<file path="src/rtl/avalon_st_rl_adapter.sv">
`default_nettype none
// ============================================================================
// Module   : avalon_st_rl_adapter
// Purpose  : Avalon-ST ready-latency adapter with a show-ahead buffer FIFO
//            and sticky overflow / saturating drop accounting.
// Revision : 1.0  initial release
// ============================================================================
module avalon_st_rl_adapter #(
   parameter int DATA_WIDTH        = 32,
   parameter int IN_READY_LATENCY  = 0,
   parameter int OUT_READY_LATENCY = 1,
   parameter int FIFO_DEPTH        = 8,
   parameter int CNT_WIDTH         = 16
) (
   input  logic                          clk,
   input  logic                          reset,
   input  logic                          in_valid,
   input  logic [DATA_WIDTH-1:0]         in_data,
   output logic                          in_ready,
   output logic                          out_valid,
   output logic [DATA_WIDTH-1:0]         out_data,
   input  logic                          out_ready,
   output logic [$clog2(FIFO_DEPTH):0]   fill_level,
   output logic                          overflow,
   input  logic                          clear_overflow,
   output logic [CNT_WIDTH-1:0]          drop_count
);

   localparam int c_addr_w = $clog2(FIFO_DEPTH);
   localparam int c_fill_w = c_addr_w + 1;
   localparam logic [c_fill_w-1:0] c_depth   = c_fill_w'(FIFO_DEPTH);
   localparam logic [c_fill_w-1:0] c_in_need = c_fill_w'(IN_READY_LATENCY + 1);

   generate
      if ((FIFO_DEPTH < 2) || ((FIFO_DEPTH & (FIFO_DEPTH - 1)) != 0) ||
          (FIFO_DEPTH < IN_READY_LATENCY + 1)) begin : g_bad_cfg
         $error("avalon_st_rl_adapter: FIFO_DEPTH must be a power of two >= max(2, IN_READY_LATENCY+1)");
      end
   endgenerate

   logic [DATA_WIDTH-1:0] r_mem [FIFO_DEPTH];
   logic [c_addr_w-1:0]   r_wr_ptr;
   logic [c_addr_w-1:0]   r_rd_ptr;
   logic [c_fill_w-1:0]   r_fill;
   logic                  r_overflow;
   logic [CNT_WIDTH-1:0]  r_drop_count;

   logic                  w_full;
   logic                  w_empty;
   logic [c_fill_w-1:0]   w_free;
   logic                  w_gate;
   logic                  w_valid;
   logic                  w_rd_en;
   logic                  w_wr_en;
   logic                  w_drop;

   assign w_full  = (r_fill == c_depth);
   assign w_empty = (r_fill == '0);
   assign w_free  = c_depth - r_fill;

   // Effective ready: raw out_ready at latency 0, else out_ready delayed
   // through a reset-cleared shift register.
   generate
      if (OUT_READY_LATENCY == 0) begin : g_rl0
         assign w_gate  = 1'b1;
         assign w_rd_en = w_valid & out_ready;
      end else begin : g_rl_pipe
         logic [OUT_READY_LATENCY-1:0] r_rdy_pipe;
         always_ff @(posedge clk or posedge reset) begin
            if (reset) begin
               r_rdy_pipe <= '0;
            end else begin
               r_rdy_pipe[0] <= out_ready;
               for (int i = 1; i < OUT_READY_LATENCY; i++) begin
                  r_rdy_pipe[i] <= r_rdy_pipe[i-1];
               end
            end
         end
         assign w_gate  = r_rdy_pipe[OUT_READY_LATENCY-1];
         assign w_rd_en = w_valid;
      end
   endgenerate

   assign w_valid = ~reset & ~w_empty & w_gate;
   assign w_wr_en = ~reset & in_valid & (~w_full | w_rd_en);
   assign w_drop  = ~reset & in_valid & ~w_wr_en;

   always_ff @(posedge clk) begin
      if (w_wr_en) begin
         r_mem[r_wr_ptr] <= in_data;
      end
   end

   always_ff @(posedge clk or posedge reset) begin
      if (reset) begin
         r_wr_ptr <= '0;
         r_rd_ptr <= '0;
         r_fill   <= '0;
      end else begin
         if (w_wr_en) r_wr_ptr <= r_wr_ptr + c_addr_w'(1);
         if (w_rd_en) r_rd_ptr <= r_rd_ptr + c_addr_w'(1);
         case ({w_wr_en, w_rd_en})
            2'b10:   r_fill <= r_fill + c_fill_w'(1);
            2'b01:   r_fill <= r_fill - c_fill_w'(1);
            default: r_fill <= r_fill;
         endcase
      end
   end

   // A clear wins over a drop in the same cycle.
   always_ff @(posedge clk or posedge reset) begin
      if (reset) begin
         r_overflow   <= 1'b0;
         r_drop_count <= '0;
      end else if (clear_overflow) begin
         r_overflow   <= 1'b0;
         r_drop_count <= '0;
      end else if (w_drop) begin
         r_overflow <= 1'b1;
         if (r_drop_count != '1) r_drop_count <= r_drop_count + CNT_WIDTH'(1);
      end
   end

   assign in_ready   = ~reset & (w_free >= c_in_need);
   assign out_valid  = w_valid;
   assign out_data   = r_mem[r_rd_ptr];
   assign fill_level = r_fill;
   assign overflow   = r_overflow;
   assign drop_count = r_drop_count;

endmodule
`default_nettype wire

</file>
<file path="config.mk">
export PLATFORM = sky130hd
export DESIGN_NAME = avalon_st_rl_adapter
export DESIGN_NICKNAME = d
export VERILOG_FILES = /design/src/rtl/avalon_st_rl_adapter.sv
export SDC_FILE = /design/constraint.sdc
export NUM_CORES = 1
export LEC_CHECK = 0
export BUFFER_PORTS_ARGS = -buffer_cell sky130_fd_sc_hd__buf_2
export CAP_MARGIN = 10
export CORE_MARGIN = 5
export CORE_UTILIZATION = 45
export DETAILED_ROUTE_END_ITERATION = 10
export GPL_ROUTABILITY_DRIVEN = 0
export HOLD_SLACK_MARGIN = 0.12
export MAX_ROUTING_LAYER = met4
export SYNTH_ARGS = -nofsm -noshare
export SYNTH_HDL_FRONTEND = slang
export SYNTH_SLANG_ARGS = --single-unit
export TNS_END_PERCENT = 100
</file>
<file path="constraint.sdc">
create_clock -name clk -period 4.65 [get_ports clk]
set_clock_uncertainty 0.05 [all_clocks]
set_input_delay 0.2325 -clock clk [delete_from_list [all_inputs] [get_ports clk]]
set_output_delay 0.2325 -clock clk [all_outputs]
set_load 0.1 [all_outputs]
</file>
==> After elaboration in Yosys (flattened, before gate mapping) <==
Memory sizes are Yosys's and may differ from the RTL's.
Index checks and enable logic that the tools add are counted.
{ "word_totals": {"ff_bits": 28, "mem_bits_rw": 256, "input_bits": 37, "output_inout_bits": 55, "wordCells": 42, "mem_count": 1} }
{ "classes": {"addsub": 6, "n_lt_le_gt_ge": 1, "n_eq_ne": 4, "muxes": 8, "bitwise": 11, "n_reduce_logical": 5} }
{ "memory_table": {"columns": ["memory", "words", "width", "read_ports", "rd_clocked_by_memory_dff", "write_ports", "line_no", "text"], "rows": [
  ["r_mem", 8, 32, 1, 0, 1, "41", "logic [DATA_WIDTH-1:0] r_mem [FIFO_DEPTH];"]
]} }
{ "op_table": {"columns": ["op", "count"], "rows": [
  ["$mux W16", 3],
  ["$add A16 B1 Y16 const B", 1],
  ["$ne A16 B16 Y1 const B", 1],
  ["$pmux W4 S2", 1],
  ["$add A3 B1 Y3 const B", 2],
  ["$and A1 B1 Y1", 6],
  ["$reduce_bool A2 Y1", 3],
  ["$add A4 B1 Y4 const B", 1],
  ["$eq A4 B4 Y1 const B", 1],
  ["$ge A4 B1 Y1 const B", 1],
  ["$logic_not A4 Y1", 1],
  ["$mux W1", 4],
  ["$not A1 Y1", 4],
  ["$sub A4 B1 Y4 const B", 1],
  ["$sub A4 B4 Y4 const A", 1],
  ["$eq A2 B1 Y1 const B", 1],
  ["$eq A2 B2 Y1 const B", 1],
  ["$reduce_and A2 Y1", 1],
  ["$or A1 B1 Y1", 1]
]} }

==> Longest topological paths before layout <==
{ "logic_depth": {"depth_word": 10, "mapped_depth": 9, "ltp_nobuf": 9} }

==> Worst setup path before layout <==
OpenSTA, ideal clock, no wires.
{ "synth_timing": {"kind": "flip-flop to flip-flop", "from": "reg r_fill[0] (netlist: fill_level[0])", "to": "mem r_mem[0][0], enable pin", "setup_ps": 461, "t_arrival_ps": 3782, "required_ps": 4139, "path_slack_ps": 357, "path_stages_with_launch": 5, "path_buffers": 0, "synth_period_minus_slack_ps": 4293, "path_cell_list": "dfrtp_1 > or4b_1 > o21a_1 > nand2b_1 > nor3_1"} }
{ "synth_via": {"elab_chain_len": 8, "elab_cells_between_ends": 10, "classes_between": "eq/ne: 1; mux: 2; bitwise: 6; reduce/logical: 1"} }
{ "synth_rtl": {"columns": ["element", "line_no", "text"], "rows": [
  ["start: declaration", "44", "logic [c_fill_w-1:0] r_fill;"],
  ["start signal: assignment", "103", "2'b10: r_fill <= r_fill + c_fill_w'(1);"],
  ["start signal: assignment", "104", "2'b01: r_fill <= r_fill - c_fill_w'(1);"],
  ["start signal: assignment", "105", "default: r_fill <= r_fill;"],
  ["$logic_not A4 Y1", "58", "assign w_empty = (r_fill == '0);"],
  ["$not A1 Y1", "84", "assign w_valid = ~reset & ~w_empty & w_gate;"],
  ["$and A1 B1 Y1 (2 in series)", "84", null],
  ["$or A1 B1 Y1 *", "85", "assign w_wr_en = ~reset & in_valid & (~w_full | w_rd_en);"],
  ["$and A1 B1 Y1 *", "85", null],
  ["$mux W1 *", "89", "if (w_wr_en) begin"],
  ["$mux W1 (implied by the code) *", "90", "r_mem[r_wr_ptr] <= in_data;"],
  ["end: declaration", "41", null]
]} }
Mark *: on every way between the ends. The rest lies on a longest branch, timed or not.

==> Worst setup path in the final report <==
{ "layout_timing": {"from": "reg r_rd_ptr[0]", "to": "out out_data[23]"} }
{ "layout_via": {"elab_chain_len": 1} }
{ "layout_rtl": {"columns": ["element", "line_no", "text"], "rows": [
  ["start: declaration", "43", "logic [c_addr_w-1:0] r_rd_ptr;"],
  ["start signal: assignment", "101", "if (w_rd_en) r_rd_ptr <= r_rd_ptr + c_addr_w'(1);"],
  ["$mem_v2 Z8 W32", null, null],
  ["end: declaration", "21", "output logic [DATA_WIDTH-1:0] out_data,"]
]} }
No other way between the ends.

==> run metrics <==
layout overhead on the synthesized area 19.5%; mean post-synth cell area 20.7 um2; clock tree buffer depth 3; Synth area leader edfxtp_1; first-pass GRT wire length 34.7 mm; leakage power 4.55 nW; Clk Latency, worst-skew pair 0.53 ns; worst-path fanout max 37; initial core utilization 46.0%; P_int 5.26 mW; Seq/Total Area, Yosys 74.5%; min Tclk post-route 3.33 ns; area share of the largest cell type after synthesis 68.3%; num ports 92; # rows 57; Placement Cell Area 12200 um2; H-tree Lvls 1; synthesized cell area 11300 um2; unrepaired setup endpoints after global routing false; Post-synth EDFFs 256; final hold vios 0; share of layout cells above drive strength 1 36.3%; max-cap violations 0; Yosys warning count 0; TritonCTS clock tree built; Port Buf Inserts 91; Slew HR 26.5%; area taken by multi-input logic gates 2790 um2; worst path cell trace buf_4 > mux4_2 > mux2_2 > buf_2; Worst setup SP type register; die width 168 um; Post-Syn Instances 545; Max Clk Rate 300 MHz; Slew @ Worst Pin 1.10 ns; Main synth FF type edfxtp_1; P_sw 3.64 mW; synth top area cells edfxtp_1 68%, mux4_2 13%, dfrtp_1 6.2%; Final Power 8.90 mW; Reg power frac 37.3%; sequential cell area 8390 um2; sw frac 40.9%; Layout Nets 736; cts bufs inserted 29; crit end category output pin; Seq cells post-synth 284; DRT iter0 DRCs 362; via count 5639; clk slew on worst S/H paths 0.06 ns; Routed WL 22.0 mm; Setup Crit Path Kind reg2out; largest net degree at the start of global routing 41; Post-route DRC 0; die height 168 um; GRT Resource Usage Total 16.2%; TritonRoute pass-1 iters 4; Post-synth ARST share 9.86%; vias in the first global route 6127; synth unique cells 50; Slew Limit Fails 0; Tcrit/Tclk final 71.6%; Final ANT Viol Nets 0; via/cell ratio 5.43; hold crit path type in2reg; WL per Instance 21.2 um; final setup fails 0; Peak VDD IR 0.549 mV; Worst Path Required 4.37 ns; PD cells 662 nW/um2; clock share of power 24.3%; cell chosen for the clock root clkbuf_16; Comb pwr share 38.4%; Final Cell Area 13500 um2; Placeable Area 24500 um2; Fillers 1891; Worst path slowest cell dfrtp_4; Slowest Stage Delay on Critical Path 0.92 ns; CTS sink count 284; post-detail-place hpwl 12.8 mm; Setup TNS Final 0 ns; Worst EP arrival 3.05 ns; grt ovf 0; status finished, final reports clean; post-synth net total 588; post-layout util 55.0%; DIE AREA 28300 um2; initial antenna violation count 1
-- path summary, 6_finish.rpt --
kind	start	endpoint	slack [ns]	depth (start not counted)
max	r_rd_ptr[0]$_DFFE_PP0P_	out_data[23]	1.32	4
min	in_valid	r_wr_ptr[1]$_DFFE_PP0P_	0.18	5
max reg2reg	fill_level[1]$_DFFE_PP0P_	r_mem[0][24]$_DFFE_PP_	1.93	5
min reg2reg	overflow$_DFFE_PP0P_	overflow$_DFFE_PP0P_	0.47	2
max in group asynchronous	reset	r_rd_ptr[1]$_DFFE_PP0P_	3.68	4
min in group asynchronous	reset	fill_level[2]$_DFFE_PP0P_	0.35	3
-- layout make-up --
| class | count | share of cell area (%) |
|---|---|---|
| sequential | 284 | 62.4 |
| multi-input combinational | 230 | 20.8 |
| timing repair buffer | 140 | 7.01 |
| clock buffer | 39 | 5.67 |
| tap | 324 | 3.01 |
| clock inverter | 13 | 0.911 |
| inverter | 8 | 0.223 |
| antenna | 1 | 0.0186 |
-- metal layers --
metal	track usage, %	part of all wire, %
met4	2.96	1.5
met5	-	0
met1	21.9	45
met2	26.7	50
met3	2.70	3.8
-- timing repair --
item | in CTS | in global routing
endpoints found under the hold margin | 298 | 0
hold buffers | 35 | 0
buffers inserted | 0 | 0
gates resized for setup | 0 | 0
-- synth_stat cells, drive strengths merged, types with 2 or more instances --
master and count:
a2111oi 2, a21oi 13, and2 2, and3 3, and4 2, buf 11
clkbuf 12, dfrtp 28, edfxtp 256, ha 5, inv 8, mux2 39
mux4 64, nand2 14, nand2b 4, nand3 6, nand4 4, nor2 15
nor2b 5, nor3 3, nor3b 3, nor4 4, nor4b 2, o21a 2
o21ai 3, o31ai 9, or3 2, or4 9, xnor2 4
-- per-stage QoR --
step / instances / hold slack [ns] / worst slack [ns]
global route: 1039 / 0.195 / 1.09
global placement: 950 / 0.291 / 1.81
detailed placement: 950 / 0.295 / 1.80
CTS: 1037 / 0.154 / 1.21
finish: 1039 / 0.179 / 1.32
floorplan: 545 / 0.214 / 0.357
-- sequential cells by signal, summed over array words and instances, names as in the netlist --
name,cells
overflow,1
r_mem,256
r_rd_ptr,3
fill_level,4
g_rl_pipe.r_rdy_pipe,1
r_wr_ptr,3
drop_count,16
-- cell usage in the layout, fill, tap and decap left out, types with 4 or more instances in the layout --
cell and n:
dfrtp_1 25, clkbuf_1 10, a21oi_1 13, xnor2_1 4, buf_4 12, edfxtp_1 256
nand3_1 6, nor2_4 6, nor2b_1 5, o31ai_1 9, mux2_2 33, or4_1 9
mux2_1 6, nand4_1 4, inv_1 7, clkbuf_16 29, mux4_2 64, nand2b_1 4
clkinv_1 4, nand2_1 13, buf_2 91, ha_1 5, dlygate4sd3_1 35, nor2_1 9
-- cells by family after synthesis --
family	count (synthesis)	share of synthesized area [%]
AO/OA/AOI/OAI	35	2.14
buffers and inverters	31	1.18
XOR/XNOR	5	0.389
multiplexers	104	16.8
flip-flops	284	74.5
adder cells (fa/ha/maj)	6	0.733
AND/OR/NAND/NOR	80	4.27
-- power by group through the flow --
stage / logic, mW / clock network, mW / registers [mW]
6_report: 3.42 / 2.16 / 3.32
3_3_place_gp: 3.41 / 0 / 3.37
4_1_cts: 3.47 / 2.23 / 3.34
2_1_floorplan: 3.01 / 0 / 3.25
3_5_place_dp: 3.44 / 0 / 3.39
5_1_grt: 3.58 / 2.34 / 3.37
-- critical path: cells and delay by family (launching register included) --
family	cells	cell delay [ns]
flops	1	0.92
mux	2	0.84
buf+inv	2	0.73
(Power assumes the default switching activity.)
